### src/rtl/uart_tx_arb.sv
// Round-robin arbiter that shares one uart_ctl transmit channel among N_REQ requesters.
// One payload per grant: capture, launch with a data_valid pulse, then wait for tx_done or timeout.
module uart_tx_arb #(
    parameter int N_REQ          = 4,
    parameter int DATA_W         = 128,
    parameter int TIMEOUT_CYCLES = 10000000
) (
    input  logic                      clk,
    input  logic                      rst,
    input  logic [N_REQ-1:0]          req,
    input  logic [N_REQ*DATA_W-1:0]   req_data,
    output logic [N_REQ-1:0]          ack,
    output logic [N_REQ-1:0]          done,
    output logic [N_REQ-1:0]          err,
    output logic [DATA_W-1:0]         ctl_tx_data,
    output logic                      ctl_data_valid,
    input  logic                      ctl_tx_done,
    output logic                      busy,
    output logic [$clog2(N_REQ)-1:0]  grant_id
);

    localparam int ID_W  = $clog2(N_REQ);
    localparam int TMR_W = (TIMEOUT_CYCLES > 0) ? $clog2(TIMEOUT_CYCLES + 1) : 1;
    localparam logic [TMR_W-1:0] TMR_LAST =
        (TIMEOUT_CYCLES > 0) ? TMR_W'(TIMEOUT_CYCLES - 1) : '0;
    localparam logic [ID_W-1:0]  ID_MAX = ID_W'(N_REQ - 1);

    localparam logic [1:0] S_IDLE   = 2'd0;
    localparam logic [1:0] S_LAUNCH = 2'd1;
    localparam logic [1:0] S_WAIT   = 2'd2;

    logic [1:0]        state_q, state_d;
    logic [ID_W-1:0]   last_q, last_d;
    logic [ID_W-1:0]   grant_q, grant_d;
    logic [DATA_W-1:0] data_q, data_d;
    logic [TMR_W-1:0]  timer_q, timer_d;
    logic [N_REQ-1:0]  ack_q, ack_d;
    logic [N_REQ-1:0]  done_q, done_d;
    logic [N_REQ-1:0]  err_q, err_d;
    logic              valid_q, valid_d;

    logic              win_found;
    logic [ID_W-1:0]   win_id;
    logic [ID_W-1:0]   scan_idx;
    logic [DATA_W-1:0] win_data;

    // Scan upward from the requester after the last one served, wrapping at N_REQ-1.
    always_comb begin
        // NOTE: every variable gets a default up front so no path leaves it unassigned (no latch).
        win_found = 1'b0;
        win_id    = '0;
        scan_idx  = (last_q == ID_MAX) ? '0 : last_q + ID_W'(1);
        for (int i = 0; i < N_REQ; i++) begin
            if (!win_found && req[scan_idx]) begin
                win_found = 1'b1;
                win_id    = scan_idx;
            end
            scan_idx = (scan_idx == ID_MAX) ? '0 : scan_idx + ID_W'(1);
        end
    end

    always_comb begin
        win_data = '0;
        for (int i = 0; i < N_REQ; i++) begin
            if (win_id == ID_W'(i)) win_data = req_data[i*DATA_W +: DATA_W];
        end
    end

    always_comb begin
        state_d = state_q;
        last_d  = last_q;
        grant_d = grant_q;
        data_d  = data_q;
        timer_d = timer_q;
        ack_d   = '0;
        done_d  = '0;
        err_d   = '0;
        valid_d = 1'b0;
        case (state_q)
            S_IDLE: begin
                if (win_found) begin
                    data_d         = win_data;
                    ack_d[win_id]  = 1'b1;
                    grant_d        = win_id;
                    state_d        = S_LAUNCH;
                end
            end
            S_LAUNCH: begin
                valid_d = 1'b1;
                timer_d = '0;
                state_d = S_WAIT;
            end
            S_WAIT: begin
                // tx_done is checked first so it wins over a timeout expiring in the same cycle.
                if (ctl_tx_done) begin
                    done_d[grant_q] = 1'b1;
                    last_d          = grant_q;
                    state_d         = S_IDLE;
                end else if (TIMEOUT_CYCLES != 0 && timer_q == TMR_LAST) begin
                    err_d[grant_q] = 1'b1;
                    last_d         = grant_q;
                    state_d        = S_IDLE;
                end else if (TIMEOUT_CYCLES != 0) begin
                    timer_d = timer_q + TMR_W'(1);
                end
            end
            default: state_d = S_IDLE;
        endcase
    end

    always_ff @(posedge clk) begin
        if (rst) begin
            state_q <= S_IDLE;
            last_q  <= ID_MAX;
            grant_q <= '0;
            // NOTE: the payload register is reset too, because ctl_tx_data is visible and must read 0 after reset.
            data_q  <= '0;
            timer_q <= '0;
            ack_q   <= '0;
            done_q  <= '0;
            err_q   <= '0;
            valid_q <= 1'b0;
        end else begin
            // NOTE: non-blocking assignments so every register updates from pre-edge values.
            state_q <= state_d;
            last_q  <= last_d;
            grant_q <= grant_d;
            data_q  <= data_d;
            timer_q <= timer_d;
            ack_q   <= ack_d;
            done_q  <= done_d;
            err_q   <= err_d;
            valid_q <= valid_d;
        end
    end

    assign ack            = ack_q;
    assign done           = done_q;
    assign err            = err_q;
    assign ctl_tx_data    = data_q;
    assign ctl_data_valid = valid_q;
    assign grant_id       = grant_q;
    assign busy           = (state_q != S_IDLE);

endmodule

### config.mk
export PLATFORM = sky130hd
export DESIGN_NAME = uart_tx_arb
export DESIGN_NICKNAME = d
export VERILOG_FILES = /design/src/rtl/uart_tx_arb.sv
export SDC_FILE = /design/constraint.sdc
export NUM_CORES = 1
export LEC_CHECK = 0
export CORE_AREA = 2 2 259 261
export CTS_CLUSTER_SIZE = 25
export DETAILED_ROUTE_END_ITERATION = 10
export DIE_AREA = 0 0 261 263
export GPL_ROUTABILITY_DRIVEN = 0
export GPL_TIMING_DRIVEN = 0
export PLACE_DENSITY = 0.45
export SYNTH_ARGS = -nofsm -noshare
export SYNTH_HDL_FRONTEND = slang
export SYNTH_SLANG_ARGS = --single-unit
### constraint.sdc
create_clock -name clk -period 1.97 [get_ports clk]
set_input_delay 0.2955 -clock clk [delete_from_list [all_inputs] [get_ports clk]]
set_output_delay 0.2955 -clock clk [all_outputs]
set_load 0.02 [all_outputs]
==> flow_metrics.env, run 1 <==
export IMPL_criticalPathCategory="reg -> reg"
export IMPL_gr_usage_met1_pct=20.9
export IMPL_grt_remaining_overflow=0
export IMPL_stdcell_area_um2=20700
export IMPL_fp_coreArea_um2=65600
export IMPL_synth_nets=1475
export IMPL_cts_tree="yes"
export IMPL_cts_root_buf="clkbuf_16"
export IMPL_numClockSinks=171
export IMPL_min_period_ns=2.20
export IMPL_cp_start_kind="flip-flop"
export IMPL_drc=0
export IMPL_finalMaxSlewViolations=0
export IMPL_hold_class="reg -> reg"
export IMPL_cts_max_level=4
export IMPL_hold_start="ctl_tx_data[41]$_SDFFE_PP0N_"
export IMPL_fin_ws_ns=-0.228
export IMPL_holdPathStages=2
export IMPL_synth_cell_type_count=48
export IMPL_reg2reg_depth=10
export IMPL_synth_area_um2=9110
export IMPL_drt_initial_drc_count=436
export IMPL_drive_above_1_share_pct=21.7
export IMPL_drt_pass1_iterations=6
export IMPL_holdWs_ns=0.459
export IMPL_grt_util_all_layers_pct=17.2
export IMPL_nNetsFinal=2224
export IMPL_place_area_um2=16800
export IMPL_final_hold_viol_count=0
export IMPL_crit_path_end_kind="flip-flop"
export IMPL_drv_cap=0
export IMPL_io_buffers=661
export IMPL_grt_pass1_wl_mm=83.9
export IMPL_antenna_found_initial=3
export IMPL_cts_buffers=17
export IMPL_power_density_nw_per_um2=682
export IMPL_rr_endpoint="ctl_tx_data[25]$_SDFFE_PP0N_"
export IMPL_place_hpwl_mm=44.8
export IMPL_crit_family="compound AO/OA/AOI/OAI gates"
export IMPL_rsz0062_at_grt="yes"
export IMPL_ctsHoldBuffers=0
export IMPL_clock_path_buffers=2
export IMPL_worstPathCellList="ha_4 > o21a_1 > a21oi_2 > o221a_2 > buf_12 > buf_16 > buf_16 > buf_12 > mux2i_2 > o221ai_1"
export IMPL_cpMaxStageDelayCell="dfxtp_4"
export IMPL_setup_tns_ns=-19.82
export IMPL_via_per_inst=4.26
export IMPL_synth_area_leaders="dfxtp_1 (38%), mux2i_1 (29%), o221ai_1 (12%)"
export IMPL_routed_wl_mm=62.0
export IMPL_ys_seq_elements=171
export IMPL_use_met2_pct=29.8
export IMPL_via_count=11000
export IMPL_final_core_util_pct=31.5
export IMPL_clk_latency_ns=0.51
export IMPL_die_h_um=263
export IMPL_global_route_usage_met3_pct=4.05
export IMPL_synthCells=954
export IMPL_ant_nets=0
export IMPL_seq_area_frac_synth_pct=37.6
export IMPL_grt_max_degree=17
export IMPL_timing_rr_start="last_q[0]$_SDFFE_PP1P_"
export IMPL_hold_end="ctl_tx_data[41]$_SDFFE_PP0N_"
export IMPL_wl_per_cell_um=24.0
export IMPL_die_width_um=261
export IMPL_synth_edf_count=0
export IMPL_worst_pin_slew_ns=0.840
export IMPL_cp_num_buf_inv=4
export IMPL_yosys_area_top_type_share_pct=37.6
export IMPL_synth_most_common_cell="mux2i_1"
export IMPL_initial_core_util_pct=13.9
export IMPL_crit_path_max_fanout=6
export IMPL_fmax_mhz=455
export IMPL_p_leak_nw=7.27
export IMPL_synthArstFlopShare_pct=0
export IMPL_required_ns=2.34
export IMPL_grt_busiest_layer="met2"
export IMPL_avgSynthCellArea_um2=9.55
export IMPL_fin_skew_ns=0.0344
export IMPL_worst_path_largest_cell_delay_ns=0.36
export IMPL_grt_pass1_vias=11500
export IMPL_synthTopCellsByCount="mux2i_1 (265), dfxtp_1 (171), nand2_1 (152), o221ai_1 (128), clkbuf_1 (48)"
export IMPL_io_pins=663
export IMPL_rows=94
export IMPL_min_period_over_period_pct=112
export IMPL_peakVddDrop_mv=0.537
export IMPL_setup_viol=130
export IMPL_dieArea_um2=68600
export IMPL_cp_arrival_ns=2.57
export IMPL_clk_pin_slew_ns=0.07
export IMPL_yosysWarnings=0
export IMPL_r2r_slack_ns=-0.23
export IMPL_slew_headroom_pct=43.8
export IMPL_area_growth_pct=127
export IMPL_ys_flop_type="dfxtp_1"
export IMPL_run_status="finished, violations left"
export IMPL_synth_area_leader_cell="dfxtp_1"
export IMPL_failed_checks="setup timing"
[where the power goes]
part / internal [W] / total, W / leakage [nW] / switching (W)
sequential: 0.00388 / 0.00414 / 1.41 / 0.000263
clock: 0.00181 / 0.00356 / 0.275 / 0.00175
combinational: 0.00355 / 0.00640 / 5.58 / 0.00285
total: 0.00924 / 0.0141 / 7.27 / 0.00486
[cell families after synthesis]
family	count (synthesis)	share of synthesized area, %
compound gates	187	16.8
xor+xnor	3	0.289
fa+ha+maj	2	0.275
buf+inv	89	4.11
flops	171	37.6
mux	265	29.1
simple gates	237	11.8
[layout make-up]
cell class / count / area [um2]
clock inverter: 13 / 133
antenna: 2 / 5.00
multi-input combinational: 694 / 6570
sequential: 171 / 3460
tap: 864 / 1080
inverter: 7 / 26.3
clock buffer: 19 / 443
timing repair buffer: 732 / 7800
buffer: 80 / 1180
fill: 6678 / 44900
[sequential cells by signal, summed over array words and instances (netlist names)]
| name | flops |
|---|---|
| ctl_tx_data | 128 |
| timer_q | 24 |
| ack | 4 |
| done | 4 |
| err | 4 |
| grant_id | 2 |
| last_q | 2 |
| state_q | 2 |
| ctl_data_valid | 1 |
[per-stage QoR]
stage	instances	setup WS, ns	power, W
2_1_floorplan	954	-0.0573	0.00617
3_3_place_gp	2479	-1.91	0.00892
3_5_place_dp	2479	-1.97	0.00892
4_1_cts	2563	-0.257	0.0139
5_1_grt	2582	-0.323	0.0147
6_report	2582	-0.228	0.0141
[placed cells by master, fill, tap and decap left out, types with 7 or more instances in the layout]
| cell type | Yosys | routed |
|---|---|---|
| buf_4 | 0 | 28 |
| buf_8 | 0 | 8 |
| inv_1 | 7 | 7 |
| dfxtp_2 | 0 | 11 |
| or3_1 | 12 | 11 |
| mux2i_4 | 0 | 44 |
| nand3_1 | 11 | 11 |
| o221ai_2 | 0 | 51 |
| mux2i_2 | 0 | 52 |
| nand2_1 | 152 | 150 |
| o21ai_1 | 8 | 7 |
| mux2i_1 | 265 | 169 |
| buf_16 | 0 | 18 |
| a21oi_1 | 19 | 15 |
| o221ai_1 | 128 | 77 |
| clkbuf_4 | 0 | 8 |
| clkbuf_2 | 0 | 13 |
| dfxtp_1 | 171 | 155 |
| buf_6 | 0 | 12 |
| clkbuf_16 | 0 | 36 |
| clkdlybuf4s50_1 | 0 | 657 |
| nor2_1 | 22 | 22 |
| buf_12 | 0 | 36 |
[how the worst max path moves through the flow]
stage | from | end | depth (start not counted)
global route | last_q[0]$_SDFFE_PP1P_ | ctl_tx_data[41]$_SDFFE_PP0N_ | 10
CTS | last_q[0]$_SDFFE_PP1P_ | ctl_tx_data[55]$_SDFFE_PP0N_ | 10
floorplan | last_q[0]$_SDFFE_PP1P_ | ctl_tx_data[0]$_SDFFE_PP0N_ | 9
global placement | req[0] | ctl_tx_data[28]$_SDFFE_PP0N_ | 8
finish | last_q[0]$_SDFFE_PP1P_ | ctl_tx_data[25]$_SDFFE_PP0N_ | 10
detailed placement | req[0] | ctl_tx_data[30]$_SDFFE_PP0N_ | 8
[worst register-to-register path: cells and delay by family, from the launching register on]
family	cells	cell delay, ns
buffers and inverters	4	0.65
adder cells (fa/ha/maj)	1	0.16
flip-flops	1	0.36
multiplexers	1	0.25
AO/OA/AOI/OAI	4	0.68
[timing repair]
action                                  CTS  global route
cloned                                   24             9
endpoints found under the setup margin  163           156
gates resized for setup                 338           165
buffers inserted                         32            16
pin swaps                                55            21
[layer usage]
layer  wire length [um]  vias up
met3               3740       50
met5                  0        -
li1                   -     5164
met1              25600     5318
met4               1270        0
met2              31400      465
(Power assumes the default switching activity.)
==> run 2, diff against run 1 <==
==> constraint.sdc (replaced) <==
create_clock -name clk -period 1.97 [get_ports clk]
set_input_delay 0.197 -clock clk [delete_from_list [all_inputs] [get_ports clk]]
set_output_delay 0.197 -clock clk [all_outputs]
set_load 0.02 [all_outputs]
==> run 2 against run 1 <==
Effect of this change:
- the run still ends with setup timing left
- non-clock buffer count down 3
- core utilization up 0.12 points
- register-to-register slack worse by 0.02 ns
- hold slack worse by 0.078 ns
- count of clock-buffer cells in the layout unchanged
- critical endpoint is now ctl_tx_data[30]$_SDFFE_PP0N_
- largest cell class unchanged
==> flow_metrics.env, run 2 (same netlist as run 1, synthesis figures left out) <==
export IMPL_slew_headroom_pct=44.9
export IMPL_place_hpwl_mm=44.8
export IMPL_failed_checks="setup timing"
export IMPL_largest_register_ffs=128
export IMPL_timing_rr_start="last_q[0]$_SDFFE_PP1P_"
export IMPL_io_pins=663
export IMPL_drv_cap=0
export IMPL_crit_path_max_fanout=7
export IMPL_fin_skew_ns=0.0292
export IMPL_routed_wl_mm=62.1
export IMPL_place_inst=2479
export IMPL_crit_path_end_kind="flip-flop"
export IMPL_rsz0062_at_grt="yes"
export IMPL_cp_start_kind="flip-flop"
export IMPL_p_leak_nw=7.26
export IMPL_worst_path_largest_cell_delay_ns=0.36
export IMPL_cts_tree="yes"
export IMPL_wl_per_cell_um=24.1
export IMPL_grt_pass1_wl_mm=84.7
export IMPL_clk_latency_ns=0.50
export IMPL_min_period_ns=2.22
export IMPL_path_common_cell="buf_12"
export IMPL_die_h_um=263
export IMPL_drc=0
export IMPL_cts_root_buf="clkbuf_16"
export IMPL_ant_nets=0
export IMPL_layout_common_cells="clkdlybuf4s50_1 (660), mux2i_1 (173), dfxtp_1 (155), nand2_1 (150), o221ai_2 (83)"
export IMPL_power_density_nw_per_um2=680
export IMPL_r2r_slack_ns=-0.25
export IMPL_area_growth_pct=128
export IMPL_dieArea_um2=68600
export IMPL_die_width_um=261
export IMPL_hold_class="in -> reg"
export IMPL_grt_max_degree=17
export IMPL_setup_viol=129
export IMPL_cpMaxStageDelayCell="dfxtp_4"
export IMPL_fp_coreArea_um2=65600
export IMPL_ctsHoldBuffers=0
export IMPL_initial_core_util_pct=13.9
export IMPL_crit_path_start="last_q[0]$_SDFFE_PP1P_"
export IMPL_cts_max_level=4
export IMPL_grt_util_all_layers_pct=17.4
export IMPL_reg2reg_depth=11
export IMPL_io_buffers=661
export IMPL_drt_pass1_iterations=5
export IMPL_hold_start="req_data[287]"
export IMPL_via_count=11000
export IMPL_final_hold_viol_count=0
export IMPL_criticalPathCategory="reg -> reg"
export IMPL_clk_pin_slew_ns=0.08
export IMPL_layout_cells_non_filler=2578
export IMPL_rows=94
export IMPL_nNetsFinal=2221
export IMPL_finalMaxSlewViolations=0
export IMPL_worst_pin_slew_ns=0.824
export IMPL_peakVddDrop_mv=0.530
export IMPL_clock_path_buffers=2
export IMPL_holdWs_ns=0.381
export IMPL_rr_endpoint="ctl_tx_data[30]$_SDFFE_PP0N_"
export IMPL_critical_path_endpoint="ctl_tx_data[30]$_SDFFE_PP0N_"
export IMPL_numClockSinks=171
export IMPL_via_per_inst=4.28
export IMPL_final_common_cell="clkdlybuf4s50_1"
export IMPL_run_status="finished, violations left"
export IMPL_min_period_over_period_pct=113
export IMPL_grt_pass1_vias=11600
export IMPL_worstPathCellList="ha_4 > o21a_1 > o21ai_2 > o221a_4 > buf_12 > buf_12 > buf_16 > buf_4 > buf_6 > mux2i_4 > o221ai_1"
export IMPL_drt_initial_drc_count=449
export IMPL_required_ns=2.35
export IMPL_stdcell_area_um2=20800
export IMPL_cp_arrival_ns=2.60
export IMPL_antenna_found_initial=2
export IMPL_fmax_mhz=450
export IMPL_fin_ws_ns=-0.250
export IMPL_grt_remaining_overflow=0
export IMPL_cts_buffers=17
export IMPL_place_area_um2=16800
export IMPL_drive_above_1_share_pct=23.2
==> run 2: changes by cell type in the layout (fill, tap and decap cells not counted), moves of 4 or more <==
cell      previous run  this run
clkbuf_4             8         2
o221ai_1            77        44
mux2i_4             44        37
o221ai_2            51        83
buf_12              36        31
mux2i_1            169       173
==> run 2: worst max-delay path, delay by kind of cell (launching register included) <==
family,cells,cell delay [ns]
buffers and inverters,5,0.69
AOI/OAI and AO/OA,4,0.67
DFF,1,0.36
muxes,1,0.22
adders and majority gates,1,0.16
==> run 2: how the worst min path moves through the flow <==
stage	to	slack, ns	depth (start not counted)
finish	ctl_tx_data[31]$_SDFFE_PP0N_	0.38	3
global route	ctl_tx_data[99]$_SDFFE_PP0N_	0.37	3
CTS	ctl_tx_data[23]$_SDFFE_PP0N_	0.33	3
detailed placement	ctl_tx_data[47]$_SDFFE_PP0N_	0.45	2
global placement	ctl_tx_data[120]$_SDFFE_PP0N_	0.44	2
floorplan	done[1]$_SDFF_PP0_	0.38	2
==> run 2: where the power goes <==
group	switching (W)	internal, W
Clock	0.00174	0.00181
Sequential	0.000261	0.00388
Combinational	0.00289	0.00354
==> run 2: timing repair <==
item	4_1_cts	5_1_grt
buffers inserted	25	17
pin swaps	51	59
gates resized for setup	363	164
gates cloned	27	4
setup endpoints to repair	160	156
==> run 2: layer usage <==
layer  track usage (%)  vias up  wire length [um]
met4              5.22        0              1390
li1                  -     5166                 -
met5                 0        -                 0
met3              4.11       57              4000
met2              30.0      473             31000
met1              21.3     5343             25600
==> run 2: through the flow <==
stage	power (W)	setup TNS [ns]	worst slack, ns	util [%]
after floorplan	0.00617	-5.11	-0.0573	-
after global placement	0.00892	-167.94	-1.81	25.7
after detailed placement	0.00892	-174.58	-1.87	25.7
after CTS	0.0140	-23.65	-0.251	30.4
after global routing	0.0147	-32.60	-0.342	31.6
final	0.0141	-23.90	-0.250	31.6
==> run 2: final cells by class <==
| type | count | area (um2) |
|---|---|---|
| diodes | 1 | 2.50 |
| plain buffers | 80 | 1190 |
| clock buffers | 19 | 443 |
| clock inverters | 13 | 133 |
| fillers | 6692 | 44900 |
| inverters | 7 | 26.3 |
| multi-input cells | 694 | 6710 |
| flip-flops and latches | 171 | 3460 |
| well taps | 864 | 1080 |
| repair buffers | 729 | 7730 |
==> run 3, diff against run 2 <==
==> config.mk (replaced) <==
export PLATFORM = sky130hd
export DESIGN_NAME = uart_tx_arb
export DESIGN_NICKNAME = d
export VERILOG_FILES = /design/src/rtl/uart_tx_arb.sv
export SDC_FILE = /design/constraint.sdc
export NUM_CORES = 1
export LEC_CHECK = 0
export CELL_PAD_IN_SITES_DETAIL_PLACEMENT = 1
export CELL_PAD_IN_SITES_GLOBAL_PLACEMENT = 1
export CORE_AREA = 2 2 261 263
export CTS_CLUSTER_SIZE = 25
export DETAILED_ROUTE_END_ITERATION = 10
export DIE_AREA = 0 0 263 265
export GPL_ROUTABILITY_DRIVEN = 0
export GPL_TIMING_DRIVEN = 0
export PLACE_DENSITY = 0.57
export SYNTH_ARGS = -nofsm -noshare
export SYNTH_HDL_FRONTEND = slang
export SYNTH_SLANG_ARGS = --single-unit
==> run 3 against run 2 <==
Effect of this change:
- the flow still finishes with violations (setup timing)
- total power grew 0.11%
- critical path depth shrank 2
- clock power is 2% higher
- combinational power fell by 1%
- cell area down 0.28%
- hold slack worse by 0.031 ns
- register-to-register slack worse by 0.02 ns
- first-iteration DRC count is 2.7% lower
- via count rose by 0.17%
- sequential power about the same
- global-route usage shrank 0.20 points
- sequential share of layout area grew 0.065 points
- critical endpoint is now ctl_tx_data[35]$_SDFFE_PP0N_
- largest power group unchanged
==> flow_metrics.env, run 3 (same netlist as run 1, synthesis figures left out) <==
export IMPL_run_status="finished, violations left"
export IMPL_failed_checks="setup timing"
export IMPL_die_h_um=265
export IMPL_finalMaxSlewViolations=0
export IMPL_io_pins=663
export IMPL_cp_arrival_ns=2.59
export IMPL_grt_pass1_wl_mm=86.1
export IMPL_cts_buffers=17
export IMPL_crit_path_end_kind="flip-flop"
export IMPL_drv_cap=0
export IMPL_min_period_over_period_pct=114
export IMPL_worst_path_largest_cell_delay_ns=0.39
export IMPL_p_leak_nw=7.20
export IMPL_final_core_util_pct=31.0
export IMPL_slew_headroom_pct=43.9
export IMPL_drt_pass1_iterations=6
export IMPL_via_per_inst=4.27
export IMPL_rr_endpoint="ctl_tx_data[35]$_SDFFE_PP0N_"
export IMPL_nNetsFinal=2217
export IMPL_antenna_found_initial=8
export IMPL_cpMaxStageDelayCell="mux2i_4"
export IMPL_timing_rr_start="last_q[1]$_SDFFE_PP1P_"
export IMPL_rows=95
export IMPL_p_clk_share_pct=25.7
export IMPL_grt_remaining_overflow=0
export IMPL_p_comb_share_pct=44.9
export IMPL_drt_initial_drc_count=437
export IMPL_internal_power_w=0.00932
export IMPL_area_growth_pct=127
export IMPL_multiInputGateArea_um2=6750
export IMPL_die_width_um=263
export IMPL_layout_cells_non_filler=2587
export IMPL_criticalPathCategory="reg -> reg"
export IMPL_fin_ws_ns=-0.271
export IMPL_power_density_nw_per_um2=683
export IMPL_path_common_cell="buf_16"
export IMPL_routed_wl_mm=63.1
export IMPL_final_common_cell="clkdlybuf4s50_1"
export IMPL_dieArea_um2=69700
export IMPL_place_inst=2488
export IMPL_drive_above_1_share_pct=22.8
export IMPL_hold_class="in -> reg"
export IMPL_io_buffers=661
export IMPL_min_period_ns=2.24
export IMPL_cts_tree="yes"
export IMPL_ctsHoldBuffers=0
export IMPL_rsz0062_at_grt="yes"
export IMPL_p_total_w=0.0141
export IMPL_wl_per_cell_um=24.4
export IMPL_seqPwrFrac_pct=29.4
export IMPL_reg2reg_depth=9
export IMPL_sw_frac_of_total_pct=34.1
export IMPL_crit_path_max_fanout=7
export IMPL_r2r_slack_ns=-0.27
export IMPL_holdPathStages=2
export IMPL_final_hold_viol_count=0
export IMPL_crit_path_start="last_q[1]$_SDFFE_PP1P_"
export IMPL_place_area_um2=16900
export IMPL_grt_util_all_layers_pct=17.2
export IMPL_cp_start_kind="flip-flop"
export IMPL_num_fill_cells=7383
export IMPL_clock_path_buffers=2
export IMPL_peakVddDrop_mv=0.502
export IMPL_largest_register_ffs=128
export IMPL_worst_pin_slew_ns=0.838
export IMPL_required_ns=2.32
export IMPL_fp_coreArea_um2=66800
export IMPL_layout_common_cells="clkdlybuf4s50_1 (660), mux2i_1 (159), dfxtp_1 (152), nand2_1 (150), o221ai_2 (64)"
export IMPL_ant_nets=0
export IMPL_p_switching_w=0.00482
export IMPL_stdcell_area_um2=20700
export IMPL_worstPathCellList="ha_4 > o21a_1 > a21oi_2 > o221a_4 > buf_12 > buf_16 > buf_16 > mux2i_4 > o221ai_2"
export IMPL_seq_area_um2=3460
export IMPL_initial_core_util_pct=13.6
export IMPL_setup_viol=131
export IMPL_critical_path_endpoint="ctl_tx_data[35]$_SDFFE_PP0N_"
export IMPL_drc=0
export IMPL_clk_pin_slew_ns=0.08
export IMPL_place_hpwl_mm=47.0
export IMPL_fin_skew_ns=0.0142
export IMPL_cts_root_buf="clkbuf_16"
export IMPL_fmax_mhz=446
export IMPL_cts_max_level=4
export IMPL_via_count=11100
export IMPL_numClockSinks=171
export IMPL_clk_latency_ns=0.49
export IMPL_grt_pass1_vias=12100
export IMPL_grt_max_degree=17
run 3: cell types whose count changed in the layout (fill, tap and decap cells not counted), moves of 3 or more:
cell / change
buf_16: -3
o221ai_1: +19
dfxtp_1: -3
clkbuf_4: +8
mux2i_4: +15
mux2i_1: -14
buf_2: -4
dfxtp_2: +3
diode_2: +4
clkbuf_8: +4
clkbuf_16: -7
o221ai_2: -19
buf_4: -6
run 3: what timing repair did:
action,4_1_cts,5_1_grt
pin swaps,55,56
cloned,25,5
gates resized for setup,350,189
setup buffers,31,16
endpoints found under the setup margin,165,152
run 3: how the worst min path moves through the flow:
stage                                 start                            end  slack (ns)
6_report                                rst        state_q[0]$_SDFFE_PP0P_        0.35
5_1_grt                       req_data[366]  ctl_tx_data[110]$_SDFFE_PP0N_        0.36
4_1_cts                                 rst        state_q[0]$_SDFFE_PP0P_        0.28
3_5_place_dp   ctl_tx_data[23]$_SDFFE_PP0N_   ctl_tx_data[23]$_SDFFE_PP0N_        0.45
3_3_place_gp   ctl_tx_data[52]$_SDFFE_PP0N_   ctl_tx_data[52]$_SDFFE_PP0N_        0.44
2_1_floorplan                   ctl_tx_done             done[1]$_SDFF_PP0_        0.38
run 3: power groups by stage:
stage,sequential (W),combinational (W),clock (W)
after detailed placement,0.00422,0.00468,0
final,0.00416,0.00635,0.00363
after CTS,0.00415,0.00601,0.00378
after floorplan,0.00468,0.00149,0
after global routing,0.00421,0.00666,0.00390
after global placement,0.00421,0.00465,0
run 3: metrics by stage:
step	setup WS, ns	setup TNS, ns	hold slack [ns]
2_1_floorplan	-0.0573	-5.11	0.382
3_3_place_gp	-1.84	-202.42	0.444
4_1_cts	-0.295	-24.01	0.285
3_5_place_dp	-1.70	-201.80	0.451
6_report	-0.271	-21.88	0.350
5_1_grt	-0.362	-32.96	0.364
run 3: metal layers:
| metal | global-route usage, % | share of wire [%] | wire length (um) | vias to the layer above |
|---|---|---|---|---|
| met4 | 4.91 | 1.8 | 1130 | 6 |
| met5 | 0 | 0.038 | 24 | - |
| met2 | 31.0 | 51 | 32400 | 410 |
| li1 | - | - | - | 5168 |
| met3 | 4.89 | 6.2 | 3930 | 52 |
| met1 | 19.7 | 41 | 25600 | 5422 |
run 3: cell type report:
type                       count  area share, %
timing repair buffer         730           37.3
multi-input combinational    694           32.6
sequential                   171           16.7
tap                          873           5.27
buffer                        75           5.08
clock buffer                  19           2.09
clock inverter                13          0.755
inverter                       7          0.127
antenna                        5         0.0604
run 3: worst max-delay path, delay by kind of cell, from the launching register on:
| kind | cells | cell delay, ns |
|---|---|---|
| multiplexers | 1 | 0.39 |
| buffers and inverters | 3 | 0.49 |
| AO/OA/AOI/OAI | 4 | 0.68 |
| flip-flops | 1 | 0.35 |
| adder cells (fa/ha/maj) | 1 | 0.17 |
==> patch 1, RTL diff (settings of run 1) <==
`data_q` no longer has a reset.
--- a/src/rtl/uart_tx_arb.sv
+++ b/src/rtl/uart_tx_arb.sv
@@ -116,3 +116,2 @@
             // NOTE: the payload register is reset too, because ctl_tx_data is visible and must read 0 after reset.
-            data_q  <= '0;
             timer_q <= '0;
@@ -127,3 +126,2 @@
             grant_q <= grant_d;
-            data_q  <= data_d;
             timer_q <= timer_d;
@@ -134,2 +132,6 @@
         end
+    end
+
+    always_ff @(posedge clk) begin
+        data_q <= data_d;
     end
Function: changed (Yosys sat finds a counterexample within 4 cycles, from zero or initial values and one cycle with rst high).
==> patch 1 against run 1 <==
- the flow still finishes with violations (negative setup slack)
- critical endpoint is now ctl_tx_data[106]
- largest cell class unchanged
- synthesized cell count grew 15%
- total power grew 9.2%
- critical path type unchanged
- synthesized area grew 7.1%
- clock power shrank 3%
- largest power group unchanged
- setup slack lost 0.039 ns
- global-route usage grew 1.9 points
- cell area grew 2.0%
- sequential cell count is the same
- routed wire length grew 12%
==> patch 1: results <==
status:
  outcome: "finished with violations"
  violations: "negative setup slack"
final_layout:
  nNonClkBuffers: 818
  multi_input_comb_cells: 803
  inverters: 2
  clock_area_share_pct: 2.61
  fill_cells: 6736
  layout.nonclk_buf_share_pct: 40.3
  regArea_sq_um: 4710
  finish.net_count: 2334
  n_antenna_cell: 5
  multi_input_area_sq_um: 6230
sta:
  finalSetupViolCount: 154
  fin_ws_ns: -0.267
  skew_ns: 0.0130
  relSlewSlack_pct: 57.2
routing:
  drt_iter0_drc: 879
  met1_length_mm: 27.9
  routedWlPerCell_um: 25.7
  routed-wl-met3_mm: 5.23
  via_per_inst: 4.65
  route.met2.wl_mm: 34.2
min_path:
  hp-start: "req_data[320]"
  hold_path_class: "primary input to register"
  holdPathStages: 3
synthesis:
  ys_seq_area_share_pct: 48.2
  synth-main-ff-cell: "edfxtp_1"
  synthTopCellsByArea: "edfxtp_1 (39%), a31oi_1 (17%), nand2_1 (10%)"
global_route:
  grt_pass1_wl_mm: 93.6
  grt_max_degree: 30
  antenna_found_initial: 10
  first_global_vias: 12800
power_and_ir_drop:
  switchingPower_w: 0.00566
  leakage_nw: 7.48
  pg_seq_w: 0.00483
  powerClk_w: 0.00346
place:
  dp_hpwl_mm: 52.4
clock_network:
  post-cts-setup-buffer-count: 19
  insertion_delay_ns: 0.49
setup_path:
  cp-endpoint: "ctl_tx_data[106]"
-- patch 1: changes by cell type in the layout (fill, tap and decap cells not counted), sizes merged, moves of 13 or more --
cell,change
a21oi,-14
a22oi,+128
a31oi,+256
buf,-13
clkbuf,+18
dfxtp,-128
edfxtp,+128
mux2i,-263
nand2,+119
nor2,+16
o221ai,-128
xor2,+14
-- patch 1: stage by stage --
step,instances,total power (W),setup TNS (ns),hold slack (ns),utilization (%)
6_report,2695,0.0154,-28.12,0.481,32.2
5_1_grt,2695,0.0160,-38.86,0.449,32.2
4_1_cts,2684,0.0150,-33.02,0.425,30.4
3_5_place_dp,2627,0.0107,-270.61,0.498,27.0
3_3_place_gp,2622,0.0106,-583.54,0.490,26.8
2_1_floorplan,1096,0.00735,-120.13,0.397,-
-- patch 1: cells by family after synthesis --
group	Yosys count	share of synthesized area, %
compound gates	413	28.7
xor+xnor	19	1.71
fa+ha+maj	2	0.256
buf+inv	122	4.94
flops	171	48.2
mux	2	0.205
simple gates	367	16.0
==> patch 2, RTL diff (settings of run 1) <==
Without the edit above. Set the parameter `DATA_W` to 64 (it was 128).
--- a/src/rtl/uart_tx_arb.sv
+++ b/src/rtl/uart_tx_arb.sv
@@ -4,3 +4,3 @@
     parameter int N_REQ          = 4,
-    parameter int DATA_W         = 128,
+    parameter int DATA_W         = 64,
     parameter int TIMEOUT_CYCLES = 10000000
Ports: changed (resized ctl_tx_data and req_data); port bits go from 663 to 343. No check against the original RTL was run, so the function may have changed too.
==> patch 2 against run 1 <==
- largest cell class unchanged
- total power is 46% lower
- routed wire length is 50% lower
- synthesized area is 38% lower
- critical path depth is 2 lower
- utilization is 13 points lower
- die area stayed put
- sequential cell count is 64 lower
- setup slack better by 0.12 ns
- synthesized cell count is 36% lower
- cell area is 42% lower
- highest routed layer unchanged
- the run still ends with negative setup slack left
==> patch 2: results <==
global_route:
  grt_use_met3_pct: 2.60
  use_met1_pct: 10.1
  grt_pass1_wl_mm: 43.8
final_layout:
  largest_reg_flops: 64
  finish.net_count: 1266
  fin_cells: 1870
  drive_above_1_share_pct: 21.1
power_and_ir_drop:
  peakVddDrop_v: 0.000323
  leakage_nw: 4.06
routing:
  routed-wl-met3_mm: 1.93
  dr.pass1.iters: 4
  via_per_inst: 3.45
place:
  dpl.cell_count: 1815
  dp_hpwl_mm: 23.3
status:
  outcome: "finished with violations"
  violations: "negative setup slack"
sta:
  fin_ws_ns: -0.107
  fin_hold_ws_ns: 0.470
  skew_ns: 0.0183
  finalSetupViolCount: 69
setup_path:
  cp_max_fo: 7
  reg2reg_depth: 8
  reg2reg_from: "timer_q[2]"
  reg2reg_to: "timer_q[9]"
synthesis:
  synth.distinct_cells: 53
  synthesis.nets: 874
  yosys.area_share.adder_pct: 0.440
  synthXorXnorAreaFrac_pct: 0.769
clock_network:
  insertion_delay_ns: 0.39
min_path:
  worstHoldEndpoint: "ctl_tx_data[6]"
patch 2: changes by cell type after synthesis, sizes merged, moves of 15 or more:
cell / before / now
mux2i: 265 / 131
o221ai: 128 / 64
dfxtp: 171 / 107
nand2: 152 / 86
clkbuf: 48 / 13
nor2: 22 / 37
patch 2: final cells by class:
class	instances	area, sq um	share of cell area [%]
flip-flops and latches	107	2160	18.1
multi-input cells	454	3850	32.2
clock buffers	10	229	1.92
plain buffers	42	569	4.77
clock inverters	6	81.3	0.682
well taps	864	1080	9.06
repair buffers	383	3950	33.1
inverters	4	15.0	0.126
patch 2: repair_timing:
action	in CTS	in global routing
pin swaps	24	30
gates cloned	5	5
setup buffers	18	17
gates resized for setup	142	102
setup endpoints to repair	97	95
patch 2: stage by stage:
step / power [W] / setup WS (ns)
4_1_cts: 0.00765 / -0.184
2_1_floorplan: 0.00364 / 0.0222
3_5_place_dp: 0.00505 / -1.32
5_1_grt: 0.00806 / -0.201
6_report: 0.00765 / -0.107
3_3_place_gp: 0.00505 / -1.75
